===== src/rtl/wishbone_controller_mux.sv =====
// Four-controller Wishbone front end sharing one device port.
// One transaction in flight; the grant comes from an external arbiter.
module wishbone_controller_mux #(
    parameter int ADDR_WIDTH     = 24,
    parameter int TIMEOUT_CYCLES = 255
) (
    input  logic                    clk,
    input  logic                    rst,
    input  logic [3:0]              ctrl_cyc,
    input  logic [3:0]              ctrl_stb,
    input  logic [3:0]              ctrl_we,
    input  logic [15:0]             ctrl_sel,
    input  logic [4*ADDR_WIDTH-1:0] ctrl_adr,
    input  logic [127:0]            ctrl_dat_w,
    output logic [3:0]              ctrl_ack,
    output logic [3:0]              ctrl_err,
    output logic [31:0]             ctrl_dat_r,
    output logic [3:0]              request,
    input  logic [1:0]              controllerSelected,
    output logic                    dev_cyc,
    output logic                    dev_stb,
    output logic                    dev_we,
    output logic [3:0]              dev_sel,
    output logic [ADDR_WIDTH-1:0]   dev_adr,
    output logic [31:0]             dev_dat_w,
    input  logic                    dev_ack,
    input  logic                    dev_err,
    input  logic [31:0]             dev_dat_r,
    output logic [7:0]              timeout_count
);

    typedef enum logic [1:0] {
        IDLE,
        BUSY,
        RESPOND
    } state_t;

    localparam logic [9:0] TLIM = 10'(TIMEOUT_CYCLES - 1);

    state_t     state;
    state_t     state_n;
    logic [1:0] owner;
    logic [9:0] timer;
    logic       err_q;
    logic       accept;
    logic       capture;
    logic       tmo;
    logic       tick;

    assign request = ctrl_cyc;
    assign dev_cyc = (state == BUSY);
    assign dev_stb = (state == BUSY);

    always_comb begin
        ctrl_ack = 4'b0000;
        ctrl_err = 4'b0000;
        if (state == RESPOND) begin
            if (err_q)
                ctrl_err = 4'b0001 << owner;
            else
                ctrl_ack = 4'b0001 << owner;
        end
    end

    // Abort beats a device response, which beats the timeout.
    always_comb begin
        state_n = state;
        accept  = 1'b0;
        capture = 1'b0;
        tmo     = 1'b0;
        tick    = 1'b0;
        unique case (state)
            IDLE: begin
                if (ctrl_cyc[controllerSelected] &&
                    ctrl_stb[controllerSelected]) begin
                    accept  = 1'b1;
                    state_n = BUSY;
                end
            end
            BUSY: begin
                if (!ctrl_cyc[owner]) begin
                    state_n = IDLE;
                end else if (dev_ack || dev_err) begin
                    capture = 1'b1;
                    state_n = RESPOND;
                end else if (timer == TLIM) begin
                    tmo     = 1'b1;
                    state_n = RESPOND;
                end else begin
                    tick = 1'b1;
                end
            end
            RESPOND: state_n = IDLE;
            default: state_n = IDLE;
        endcase
    end

    always_ff @(posedge clk) begin
        if (rst) begin
            state         <= IDLE;
            owner         <= 2'd0;
            timer         <= 10'd0;
            err_q         <= 1'b0;
            ctrl_dat_r    <= 32'd0;
            dev_we        <= 1'b0;
            dev_sel       <= 4'd0;
            dev_adr       <= '0;
            dev_dat_w     <= 32'd0;
            timeout_count <= 8'd0;
        end else begin
            state <= state_n;
            if (accept) begin
                owner     <= controllerSelected;
                dev_we    <= ctrl_we[controllerSelected];
                dev_sel   <= ctrl_sel[4*controllerSelected +: 4];
                dev_adr   <= ctrl_adr[ADDR_WIDTH*controllerSelected +: ADDR_WIDTH];
                dev_dat_w <= ctrl_dat_w[32*controllerSelected +: 32];
                timer     <= 10'd0;
            end
            if (tick)
                timer <= timer + 10'd1;
            if (capture) begin
                ctrl_dat_r <= dev_dat_r;
                err_q      <= dev_err;
            end
            if (tmo) begin
                err_q <= 1'b1;
                if (timeout_count != 8'hFF)
                    timeout_count <= timeout_count + 8'd1;
            end
        end
    end

endmodule


===== config.mk =====
export PLATFORM = sky130hd
export DESIGN_NAME = wishbone_controller_mux
export DESIGN_NICKNAME = d
export VERILOG_FILES = /design/src/rtl/wishbone_controller_mux.sv
export SDC_FILE = /design/constraint.sdc
export NUM_CORES = 1
export LEC_CHECK = 0
export ABC_AREA = 1
export ABC_CLOCK_PERIOD_IN_PS = 1800
export BUFFER_PORTS_ARGS = -buffer_cell sky130_fd_sc_hd__buf_2
export CORE_AREA = 2 2 157 159
export DETAILED_ROUTE_END_ITERATION = 8
export DIE_AREA = 0 0 159 161
export PLACE_DENSITY = 0.53
export SLEW_MARGIN = 20
export SYNTH_ARGS = -nofsm -noshare
export SYNTH_HDL_FRONTEND = slang
export SYNTH_SLANG_ARGS = --single-unit

===== constraint.sdc =====
create_clock -name clk -period 1.8 [get_ports clk]
set_input_delay 0.45 -clock clk [delete_from_list [all_inputs] [get_ports clk]]
set_output_delay 0.45 -clock clk [all_outputs]
set_load 0.03 [all_outputs]

### After elaboration in Yosys (flattened, before gate mapping)

Index checks and enable logic that the tools add are counted.

| cells by class | value |
|---|---|
| multiplexer cells | 34 |
| shift operators | 4 |
| multipliers | 1 |
| eq/ne operators | 6 |
| order comparisons | 2 |
| reductions and logical operators | 7 |
| $add $sub $neg | 2 |

Operator list:

| cell | number |
|---|---|
| 128-bit by 8-bit variable part select with 32-bit output | 1 |
| 96-bit by 8-bit variable part select with 24-bit output | 1 |
| 10-bit 2-to-1 mux | 2 |
| 1-bit 2-to-1 mux | 19 |
| 4-bit 2-to-1 mux | 4 |
| 16-bit by 5-bit variable part select with 4-bit output | 1 |
| 10-bit by 1-bit adder with 10-bit output, second input constant | 1 |
| 10-bit by 8-bit == test with 1-bit output, second input constant | 1 |
| 8-bit by 1-bit adder with 8-bit output, second input constant | 1 |
| 1-bit binary-select mux with 2-bit select | 4 |
| 2-bit 2-to-1 mux | 4 |
| 8-bit != test, second input constant | 1 |
| 2-bit by 3-bit less-than comparator with 1-bit output, second input constant | 2 |
| 2-bit by 2-bit multiplier with 4-bit output, first input constant | 1 |
| 4-bit by 2-bit != test with 1-bit output, second input constant | 1 |
| 2-bit one-hot mux with 2 select lines | 1 |
| 2-bit AND reduction | 2 |
| 2-bit nonzero test | 2 |
| 1-bit by 2-bit left shift with 4-bit output, first input constant | 1 |
| 2-bit by 1-bit == test with 1-bit output, second input constant | 1 |
| 2-bit == test, second input constant | 1 |
| 2-bit zero test | 1 |
| 2-bit != test, second input constant | 1 |
| 1-bit logical AND | 1 |
| 1-bit logical OR | 1 |

| word-level totals | value |
|---|---|
| output and inout port bits | 115 |
| word-level logic and storage cells | 66 |
| bits in registers | 116 |
| bits of input ports | 290 |

### Depth between registers and ports, before layout

| logic depth | value |
|---|---|
| word-level depth | 7 |
| gate-level depth with buffers | 12 |
| depth with buffers taken out | 11 |

### Least setup slack after synthesis

OpenSTA, ideal clock, no wires.

| timing path | value |
|---|---|
| path kind | flip-flop to flip-flop |
| from | register timeout_count[0] |
| to | register timeout_count[2] |
| period minus slack after synthesis | 1.693 ns |
| data required time | 1.730 ns |
| setup slack | 0.107 ns |
| library setup time | 0.070 ns |
| cell stages (with the launch flop) | 10 |
| data arrival time | 1.622 ns |
| path buffers | 0 |
| cells stage by stage | dfxtp_1 -> ha_1 -> nand2_1 -> nor2_1 -> nand2_1 -> nor2_1 -> nand2_2 -> nand3_1 -> nand2_1 -> a21oi_1 |

| on the way | value |
|---|---|
| cells in the longest elaborated chain, start to end | 2 |
| elaborated cells between the ends (all ways) | 3 |
| classes of those cells | 1 x add/sub; 1 x eq/ne; 1 x reduce/logical |

Ends and longest elaborated chain:

| item | RTL line | RTL |
|---|---|---|
| start: declaration | 29 | `output logic [7:0] timeout_count` |
| start signal: assignment | 129 | `timeout_count <= timeout_count + 8'd1;` |
| branches (longest 2 deep; another with 8-bit by 1-bit adder with 8-bit output) | - |  |

Several ways; the timed one is not identified.
A chain may end at the register's enable or synchronous reset.

### Worst setup path after layout

| timing path | value |
|---|---|
| from | register state[1] |
| to | output ctrl_ack[2] |

| on the way | value |
|---|---|
| cells in the longest elaborated chain, start to end | 2 |

Ends and longest elaborated chain:

| item | RTL line | RTL |
|---|---|---|
| start: declaration | 40 | `state_t state;` |
| start signal: assignment | 111 | `state <= state_n;` |
| 2-bit == test | 57 | `if (state == RESPOND) begin` |
| 4-bit 2-to-1 mux | 57 |  |
| end: declaration | 15 | `output logic [3:0] ctrl_ack,` |

No other way between the ends.

==> metrics.md <==
| Metric | Value |
|---|---|
| Via density per instance | `roughly 4.7` |
| Post-route setup slack | `0.0563 ns` |
| Clock share of power | `40.9%` |
| Area growth from synthesis to layout | `46.9%` |
| Final Wtd Congestion | `roughly 0.85` |
| Switching pwr | `~2.4 mW` |
| Total global routing overflow | `0` |
| Detailed-router iteration count before antenna repair | `6` |
| Leakage power | `4.24 nW` |
| Hold-fix buffer count after cts | `0` |
| Crit end category | `output port` |
| Seq pwr share | `a little over a third` |
| Unrepaired setup endpoints after global routing | `yes` |
| Area of combinational cells with multiple inputs | `3490 um2` |
| Count leader, synth | `nand2_1` |
| Final slew viol count | `0` |
| Post-synthesis area per instance | `6.49 um2` |
| TritonCTS Sinks | `~120` |
| Total Nets Final | `1,635` |
| Setup Skew | `0.0144 ns` |
| Post-route design area | `9290 um2` |
| Asr flop ratio synth | `0%` |
| Global-route wire length before repair | `39,200 um` |
| Data arrival time of the worst path | `between 1 and 1.5 ns` |
| Worst slew slack as a fraction of its limit | `75.7%` |
| Count of flip-flops with a built-in enable after synthesis | `0` |
| Post-synth top flop | `dfxtp_1` |
| Number of distinct library cell variants in the gate-level netlist after synthesis | `28` |
| Initial detailed-routing violation count | `between 400 and 500` |
| Commonest cells in the synthesized netlist | `nand2_1, nor2_1, o21ai_0` |
| WL final | `25,100 um` |
| DP HPWL | `19,100 um` |
| Number of flip-flops and latches in the synthesized netlist | `116` |
| Clock input transition at the sequential cells of the worst setup and hold paths | `0.06 ns` |
| Largest area contributor in the netlist | `dfxtp_1` |
| Placed Instance Area | `8710 um2` |
| Total power | `7.61 mW` |
| Global Route Usage Sum | `19.0%` |
| Classification of the worst setup path | `flip-flop to output port` |
| Die height | `161 um` |
| Number of buffers on the longest clock path | `2` |
| Synthesized cell area | `6320 um2` |
| Largest cells by area after synthesis | `dfxtp_1, nand2_1, o21ai_0, a21oi_1, nor2_1` |
| Layout cell share with drive strength beyond 1 | `35.6%` |
| Crit start category | `flip-flop` |
| Part of the power in combinational logic | `22.5%` |
| Yosys warns | `0` |
| DR vias | `7,918` |
| Initial Utilization | `26.4%` |
| Root cell of the clock tree | `clkbuf_16` |
| Path type of the worst min-delay path | `input port to flip-flop` |
| Final-report hold violation count | `0` |
| Number of maximum-capacitance violations | `0` |
| Critical Path Fanout Max | `4` |
| Register Area | `~2300 um2` |
| Number of H-tree branching levels | `4` |
| Row count | `57` |
| Antenna violations before repair | `2` |
| Mean routed wirelength per cell | `14.9 um` |
| Post-CTS Setup Bufs | `0` |
| Sequential area share after synthesis | `36.7%` |
| Data required time of the critical path | `1.35 ns` |
| Dpl cells | `1,647` |
| Number of setup violations in the final report | `0` |
| Pre-CTS worst setup slack | `-0.0252 ns` |
| Ratio of final minimum period to clock period | `a little over nine tenths` |
| Sw Share | `32.1%` |
| Largest net degree at the start of global routing | `77` |
| Number of buffers inserted during clock tree synthesis | `17` |
| Skew-Pair Late Insertion Delay | `0.42 ns` |
| Pwr/cell area | `820 nW/um2` |
| Count of unresolved DRC violations after routing | `0` |
| Cell-internal power | `between 5 and 6 mW` |
| Chip Width | `roughly 160 um` |
| Post-layout min period | `1.74 ns` |
| CTS tree | `yes` |
| Worst-margin pin slew | `roughly 0.36 ns` |
| Via count of the first global-routing pass | `about 7,400` |
| Worst-case vdd ir drop | `418 uV` |
| Total die area | `25,600 um2` |
| Core area | `24,000 um2` |
| Top-level I/O count | `405` |
| Fill cells | `2,657` |
| Final Non-Filler Cells | `1,680` |
| Timing-limited maximum frequency | `573 MHz` |
| Synthesized Nets | `1,267` |
| Antenna-violating nets left | `0` |
| Fraction of synthesized cell area taken by the top area cell type | `between 30% and 40%` |
| Cell count after synthesis | `slightly below 1,000` |
| Number of buffers inserted by port buffering | `404` |
| Run status | `finished clean` |
==> per-layer routing <==
metal / part of all wire, % / track usage, %
met3: 6.5 / 5.21
met1: 43 / 23.4
met5: 0.052 / 0
met2: 48 / 31.8
met4: 2.8 / 7.07
==> power groups by stage <==
stage                     sequential (mW)  clock (mW)  combinational (mW)
final                                2.79        3.12                1.71
after global routing                 2.80        3.35                1.88
after CTS                            2.79        3.21                1.73
after global placement               2.84           0                1.72
after floorplan                      3.10           0               0.742
after detailed placement             2.84           0                1.73
==> cells by family after synthesis <==
kind of cell	share of synthesized area, %
compound gates	25.6
xor+xnor	0.832
fa+ha+maj	0.594
buf+inv	8.41
flops	36.7
simple gates	27.8
==> worst max-delay path: stages, from the launching register on <==
cell,delay (ns)
dfxtp_2,0.34
inv_1,0.05
nor2_2,0.09
nand2_1,0.12
nor2_1,0.11
clkbuf_4,0.19
==> sequential cells by signal, summed over array words and instances, names as in the netlist <==
register / count
owner: 2
ctrl_dat_r: 32
dev_dat_w: 32
err_q: 1
dev_we: 1
timer: 10
dev_sel: 4
state: 2
dev_adr: 24
timeout_count: 8
==> path summary, 6_finish.rpt <==
path / end / startpoint / cells past startpoint / slack [ns]
max: ctrl_ack[2] / state[1] / 5 / 0.06
min: ctrl_dat_r[2] / dev_dat_r[2] / 3 / 0.30
max reg2reg: timer[0] / timer[0] / 10 / 0.21
min reg2reg: ctrl_dat_r[25] / ctrl_dat_r[25] / 2 / 0.45
==> timing repair <==
action,CTS,global route
setup endpoints to repair,8,22
pin swaps,2,1
cloned,0,0
resized for setup,5,11
==> cell type report <==
class	count	area share [%]
flip-flops and latches	116	25.0
well taps	324	4.37
repair buffers	431	26.0
multi-input cells	747	37.6
inverters	29	1.19
diodes	1	0.0269
clock inverters	13	1.08
clock buffers	19	4.77
==> layout by cell type, fill, tap and decap left out, drive strengths merged <==
master    synthesis  layout
dfxtp           116     116
o21a              1       1
o21ai           130     130
ha                3       3
diode             0       1
nor3              3       3
o22ai            61      61
nand3b            1       1
clkinvlp          0       5
nand3            66      66
nand2           204     204
inv              29      32
xor2              5       5
buf              40     429
or2               1       1
nor2            153     153
a31o              1       1
clkinv            0       5
a21boi            1       1
a21oi           112     112
clkbuf           42      21
nand4             4       4
xnor2             1       1
==> through the flow <==
stage	hold slack (ns)	TNS (ns)	utilization [%]
3_3_place_gp	0.445	-0.00431	36.3
5_1_grt	0.275	-0.489	38.7
3_5_place_dp	0.447	-0.0470	36.3
6_report	0.301	0	38.8
4_1_cts	0.279	0	38.7
2_1_floorplan	0.457	0	-
Note: power is estimated with default switching activity, not from simulation.
